File: src/rtl/coherence_bus_ctrl.sv
// Two-core MSI coherence bus controller: arbitrates both dcaches onto one RAM port and
// sequences snoop / cache-to-cache transfers. Define CC_ROUND_ROBIN_EN for round-robin ties.
module coherence_bus_ctrl #(
  parameter int unsigned BLK_WORDS = 2
) (
  input  logic             CLK,
  input  logic             RST,
  input  logic [1:0]       dREN,
  input  logic [1:0]       dWEN,
  input  logic [1:0][31:0] daddr,
  input  logic [1:0][31:0] dstore,
  input  logic [1:0]       cctrans,
  input  logic [1:0]       ccwrite,
  output logic [1:0]       dwait,
  output logic [1:0][31:0] dload,
  output logic [1:0]       ccwait,
  output logic [1:0]       ccinv,
  output logic [1:0][31:0] ccsnoopaddr,
  output logic             ramREN,
  output logic             ramWEN,
  output logic [31:0]      ramaddr,
  output logic [31:0]      ramstore,
  input  logic [31:0]      ramload,
  input  logic             ramwait
);

  localparam int unsigned   CW   = $clog2(BLK_WORDS);
  localparam logic [CW-1:0] LAST = CW'(BLK_WORDS - 1);

  typedef enum logic [2:0] {IDLE, WB, SNOOP, C2C, FILL} state_e;

  state_e        state_q, state_d;
  logic          grant_q, grant_d;
  logic [CW-1:0] cnt_q, cnt_d;
`ifdef CC_ROUND_ROBIN_EN
  logic          prio_q, prio_d;
`endif
  logic [1:0]    req;
  logic          pick, r, s, beat_done;

  always_comb begin
    req = cctrans | dREN | dWEN;
    r   = grant_q;
    s   = ~grant_q;
`ifdef CC_ROUND_ROBIN_EN
    pick = (req == 2'b11) ? prio_q : ~req[0];
`else
    pick = ~req[0];
`endif
    state_d   = state_q;
    grant_d   = grant_q;
    cnt_d     = cnt_q;
    beat_done = 1'b0;
    case (state_q)
      IDLE: begin
        cnt_d = '0;
        if (|req) begin
          grant_d = pick;
          if (cctrans[pick])   state_d = SNOOP;
          else if (dWEN[pick]) state_d = WB;
          else                 state_d = FILL;
        end
      end
      SNOOP: begin
        if (ccwrite[s])                    state_d = C2C;
        else if (ccwrite[r] && !dREN[r])   state_d = IDLE;
        else                               state_d = FILL;
      end
      WB, FILL: beat_done = !ramwait;
      C2C:      beat_done = !ramwait && dWEN[s];
      default:  state_d = IDLE;
    endcase
    // A dropped request still lets the in-flight beat finish before leaving.
    if (beat_done) begin
      cnt_d = cnt_q + CW'(1);
      if (cnt_q == LAST || !req[r]) begin
        state_d = IDLE;
        cnt_d   = '0;
      end
    end
`ifdef CC_ROUND_ROBIN_EN
    prio_d = prio_q;
    if (state_q != IDLE && state_d == IDLE) prio_d = ~grant_q;
`endif
  end

  // Outputs decode the registered state so beat handshakes complete in the ramwait=0 cycle.
  always_comb begin
    dwait       = '1;
    dload       = '0;
    ccwait      = '0;
    ccinv       = '0;
    ccsnoopaddr = '0;
    ramREN      = 1'b0;
    ramWEN      = 1'b0;
    ramaddr     = '0;
    ramstore    = '0;
    case (state_q)
      WB: begin
        ramWEN   = 1'b1;
        ramaddr  = daddr[r];
        ramstore = dstore[r];
        dwait[r] = ramwait;
      end
      FILL: begin
        ramREN   = 1'b1;
        ramaddr  = daddr[r];
        dload[r] = ramload;
        dwait[r] = ramwait;
      end
      SNOOP: begin
        ccwait[s]      = 1'b1;
        ccsnoopaddr[s] = daddr[r];
        ccinv[s]       = ccwrite[r];
      end
      C2C: begin
        ccwait[s] = 1'b1;
        ramWEN    = dWEN[s];
        ramaddr   = daddr[s];
        ramstore  = dstore[s];
        dload[r]  = dstore[s];
        dwait[r]  = ~beat_done;
        dwait[s]  = ~beat_done;
      end
      default: ;
    endcase
  end

  always_ff @(posedge CLK or posedge RST) begin
    if (RST) begin
      state_q <= IDLE;
      grant_q <= 1'b0;
      cnt_q   <= '0;
`ifdef CC_ROUND_ROBIN_EN
      prio_q  <= 1'b0;
`endif
    end else begin
      state_q <= state_d;
      grant_q <= grant_d;
      cnt_q   <= cnt_d;
`ifdef CC_ROUND_ROBIN_EN
      prio_q  <= prio_d;
`endif
    end
  end

endmodule
File: config.mk
export PLATFORM = sky130hd
export DESIGN_NAME = coherence_bus_ctrl
export DESIGN_NICKNAME = d
export VERILOG_FILES = /design/src/rtl/coherence_bus_ctrl.sv
export SDC_FILE = /design/constraint.sdc
export NUM_CORES = 1
export LEC_CHECK = 0
export ABC_AREA = 1
export BUFFER_PORTS_ARGS = -buffer_cell sky130_fd_sc_hd__buf_2
export CAP_MARGIN = 20
export CORE_AREA = 2 2 145 147
export CTS_BUF_LIST = sky130_fd_sc_hd__clkbuf_4 sky130_fd_sc_hd__clkbuf_8
export CTS_CLUSTER_DIAMETER = 200
export DETAILED_ROUTE_END_ITERATION = 10
export DIE_AREA = 0 0 147 149
export GPL_TIMING_DRIVEN = 1
export MAX_ROUTING_LAYER = met4
export PLACE_DENSITY = 0.46
export SYNTH_ARGS = -nofsm -noshare
export SYNTH_HDL_FRONTEND = slang
export SYNTH_SLANG_ARGS = --single-unit
export TNS_END_PERCENT = 30
File: constraint.sdc
create_clock -name CLK -period 3.7 [get_ports CLK]
set_clock_uncertainty 0.05 [all_clocks]
set_input_delay 0.555 -clock CLK [delete_from_list [all_inputs] [get_ports CLK]]
set_output_delay 0.555 -clock CLK [all_outputs]
set_load 0.05 [all_outputs]
======== Yosys cells after proc, flatten, opt, wreduce, memory -nomap -nowiden ========
Cells that the tools add are included.
word-level totals
  register bits ........................... 5
  bits in latches ......................... 0
  memory bits (writable) .................. 0
  ROM bits ................................ 0
  input port bits ......................... 171
  output and inout port bits .............. 200
  word-level logic and storage cells ...... 92
  memories ................................ 0
operators by class
  add/sub/neg operators ................... 1
  multipliers ............................. 0
  div/mod/pow operators ................... 0
  $lt $le $gt $ge ......................... 5
  equality and inequality tests ........... 4
  shift-type cells ........................ 0
  multiplexer cells ....................... 52
  bitwise logic cells ..................... 12
  reductions and logical operators ........ 15
operators by type and width
  cell                                                 count
  two-way mux 32 bit                                   10
  AND 64 bit                                           3
  case mux 32 bit (2 select lines)                     2
  case mux 64 bit (2 select lines)                     1
  demux 32 bit (select 1 bit)                          2
  two-way mux 64 bit                                   1
  two-way mux 3 bit                                    7
  two-way mux 1 bit                                    20
  case mux 3 bit (3 select lines)                      1
  OR 2 bit                                             4
  equality test 3 x 2 -> 1 bit, second input constant  2
  < comparator 1 x 2 -> 1 bit, second input constant   3
  OR reduction 2 bit                                   3
  logical AND 1 bit                                    4
  two-way mux 2 bit                                    2
  case mux 1 bit (2 select lines)                      2
  case mux 2 bit (2 select lines)                      1
  equality test 3 x 1 -> 1 bit, second input constant  1
  equality test 3 bit, second input constant           1
  logical NOT 1 bit                                    3
  logical NOT 3 bit                                    1
  inverter 1 bit                                       3
  OR reduction 3 bit                                   1
  AND 2 bit                                            1
  8 further kinds                                      10

======== Depth between registers and ports, before layout ========
  word-level depth ........................ 11
  depth in mapped cells ................... 8
  gate-level depth less buffers ........... 8

======== Worst setup path before layout ========
Ideal clock, no wire load.
  kind .................................... register to output
  start ................................... reg grant_q
  end ..................................... out ramaddr[13]
  arrival ................................. 2.185 ns
  data required time ...................... 3.095 ns
  slack ................................... 0.910 ns
  stages on the path, launching flop included .. 6
  path buffers ............................ 2
  cells stage by stage .................... dfrtp_1 inv_1 buf_2 clkbuf_1 nor2_1 o31ai_1
between the ends
  cells in the longest elaborated chain, start to end .. 3
  elaborated cells between the ends (all ways) .. 5
  classes of those cells .................. mux: 5
RTL lines
  element                                             line           text
  from (decl)                                         33             logic grant_q, grant_d;
  from (signal assigned)                              139            grant_q <= grant_d;
  two-way mux 32 bit (on tied branches) (2 in a row)  119, 101, 107
  case mux 32 bit (2 select lines) (*)                98             case (state_q)
  to (decl)                                           21             output logic [31:0] ramaddr,
Every way passes the cells marked *; elsewhere a longest branch is shown, timed or not. The select of a mux whose other input is x is not followed.

======== Worst setup path in the final report ========
  start ................................... reg grant_q
  end ..................................... out ramstore[3]
between the ends
  cells in the longest elaborated chain, start to end .. 3
  elaborated cells between the ends (all ways) .. 5
  classes of those cells .................. mux: 5
RTL lines
  element                                             line      text
  two-way mux 32 bit (on tied branches) (2 in a row)  120, 102
  case mux 32 bit (2 select lines) (*)                98
  to (decl)                                           22        output logic [31:0] ramstore,
Marked as above.

==> flow_metrics.env <==
export IMPL_status="finished clean"
export IMPL_hp_class="in -> async"
export IMPL_ys_ff_latch=5
export IMPL_setup_viol=0
export IMPL_setup_worst_path_class="reg -> out"
export IMPL_cts_tree="done"
export IMPL_layout_setup_ws_ps=646
export IMPL_core_area_mm2=0.0206
export IMPL_cts_hold_buf=0
export IMPL_gp_congestion=0.835
export IMPL_pre_cts_slack_ps=783
export IMPL_worst_pin_slew_ps=804
export IMPL_dieArea_mm2=0.0219
export IMPL_numPlacedInstances=1294
export IMPL_wl_um=19500
export IMPL_rsz0062_at_grt="false"
export IMPL_grt_usage_pct=16.3
export IMPL_cts_resized=0
export IMPL_min_period_ps=3050
export IMPL_cts_root_buffer="clkbuf_8"
export IMPL_synthCells=700
export IMPL_dp_hpwl_um=15400
export IMPL_syn_nets=871
export IMPL_netlist_area_mm2=0.00352
export IMPL_finalCritPeriodShare_pct=82.6
export IMPL_detail_route_wl_per_cell_um=15.0
export IMPL_antenna_found_initial=1
export IMPL_synth_distinct_cells=25
export IMPL_drive_gt1_share_pct=38.7
export IMPL_fmax_mhz=327
export IMPL_clk_pin_slew_worst_paths_ps=30
export IMPL_cts_sinks=5
export IMPL_grt_pass1_vias=5355
export IMPL_reg2regPathDepth=6
export IMPL_grt_ovfl_total=0
export IMPL_fp_dieH_um=149
export IMPL_drtAntennaViolNets=0
export IMPL_start_util_pct=17.1
export IMPL_dr_pass1_iters=5
export IMPL_p_leak_nw=3.25
export IMPL_io_pins=371
export IMPL_fin_setup_tns_ps=0
export IMPL_final_max_slew_viol_count=0
export IMPL_layoutNonFillerInstCount=1300
export IMPL_power_mw=5.36
export IMPL_drt_iter0_markers=240
export IMPL_syn_to_final_growth_pct=58.7
export IMPL_drc=0
export IMPL_yosysSeqAreaShare_pct=3.56
export IMPL_avgSynthCellArea_um2=5.02
export IMPL_ys_warn_count=0
export IMPL_cts_setup_buffers=0
export IMPL_nets=1195
export IMPL_end_kind="output pin"
export IMPL_crit_fanout=37
export IMPL_viasPerCell=4.55
export IMPL_num_rows=53
export IMPL_io_buffer_count=370
export IMPL_critPathRequiredTime_ps=3090
export IMPL_grt_pass1_wl_um=28400
export IMPL_cts_buffer_depth=2
export IMPL_timing_hold_violations_final=0
export IMPL_pwr_density_cell_mw_per_mm2=961
export IMPL_max_slew_margin_pct=46.4
export IMPL_peakVddDrop_uv=367
export IMPL_drv_cap=0
export IMPL_cts_max_level=1
export IMPL_cp_arrival_ps=2450
export IMPL_grt_max_degree=110
export IMPL_die_w_um=147
export IMPL_cts_inserted_buffers=3
export IMPL_start_kind="register"
export IMPL_insertion_delay_ps=220
export IMPL_vias=5913
-- registers in the layout (all words and copies together), names as in the netlist --
signal,cells
cnt_q,1
grant_q,1
state_q,3
-- where the power goes --
part           switching (mW)  internal (mW)  total [mW]
clock                  0.0277         0.0813       0.109
sequential             0.0858         0.0829       0.169
combinational            3.92           1.16        5.08
total                    4.04           1.32        5.36
-- stage by stage --
step                utilization, %  hold WS (ps)  instance area [um2]
global placement              26.9           416                 5530
CTS                           27.1           180                 5570
floorplan                        -           284                 3520
detailed placement            26.9           417                 5530
global route                  27.1           183                 5580
finish                        27.1           173                 5580
-- path summary, 6_finish.rpt --
check	start	to	slack (ps)
setup / recovery	grant_q$_DFFE_PP0P_	ramstore[3]	650
hold / removal	RST	grant_q$_DFFE_PP0P_	170
setup reg to reg	state_q[2]$_DFF_PP0_	state_q[0]$_DFF_PP0_	1620
hold reg to reg	cnt_q$_DFFE_PP0P_	cnt_q$_DFFE_PP0P_	590
max in group asynchronous	RST	grant_q$_DFFE_PP0P_	3230
min in group CLK	cnt_q$_DFFE_PP0P_	cnt_q$_DFFE_PP0P_	590
-- cells by family (layout without fill, tap and decap cells) --
group | Yosys count | count (layout) | share of synthesized area (%)
buffers and inverters | 121 | 444 | 15.4
other | 0 | 2 | 0
DFF | 5 | 5 | 3.56
muxes | 31 | 31 | 8.83
and+or+nand+nor | 402 | 402 | 45.6
AOI/OAI and AO/OA | 141 | 141 | 26.7
-- synth_stat cells, drive strengths merged --
cell type,n,area (um2)
inv,58,218
nand3,12,60.1
nor3,44,220
a32o,11,110
dfrtp,5,125
a21oi,18,90.1
nand2,128,493
a31oi,1,6.26
nor2,217,822
nand4,1,6.26
mux2i,31,310
o32ai,31,272
clkbuf,18,67.6
o21ai,56,280
buf,45,255
o31ai,22,165
o21bai,1,7.51
a21boi,1,7.51
-- critical path, cell delays in order, from the launching register on --
cell     delay (ps)
dfrtp_4         650
inv_2           180
buf_4           330
buf_4           240
nor2_1           50
o32ai_1         400
buf_2           350
-- area by class of cell --
cell class,count,area [um2]
diodes,2,5.00
clock buffers,4,48.8
fillers,2406,15000
inverters,58,218
multi-input cells,574,2860
flip-flops and latches,5,129
well taps,275,344
repair buffers,382,1980
-- placed cells by master (no fill, tap or decap), types with 2 or more instances in the layout --
master / n
buf_12: 3
mux2i_1: 31
nor3_1: 44
o32ai_1: 31
nand2_1: 123
dfrtp_1: 4
buf_2: 370
inv_1: 56
o31ai_1: 22
nand3_1: 11
o21ai_0: 45
clkbuf_8: 3
a32o_1: 11
nand2_2: 5
nor2_1: 216
diode_2: 2
o21ai_1: 11
a21oi_1: 18
inv_2: 2
buf_4: 9
-- per-layer routing --
metal / part of all wire [%] / wire [um] / GRT usage, %
met1: 40 / 7810 / 18.3
met3: 6.6 / 1290 / 2.35
met2: 52 / 10200 / 31.0
met5: 0 / 0 / -
met4: 0.87 / 169 / 3.22
(Power assumes the default switching activity.)
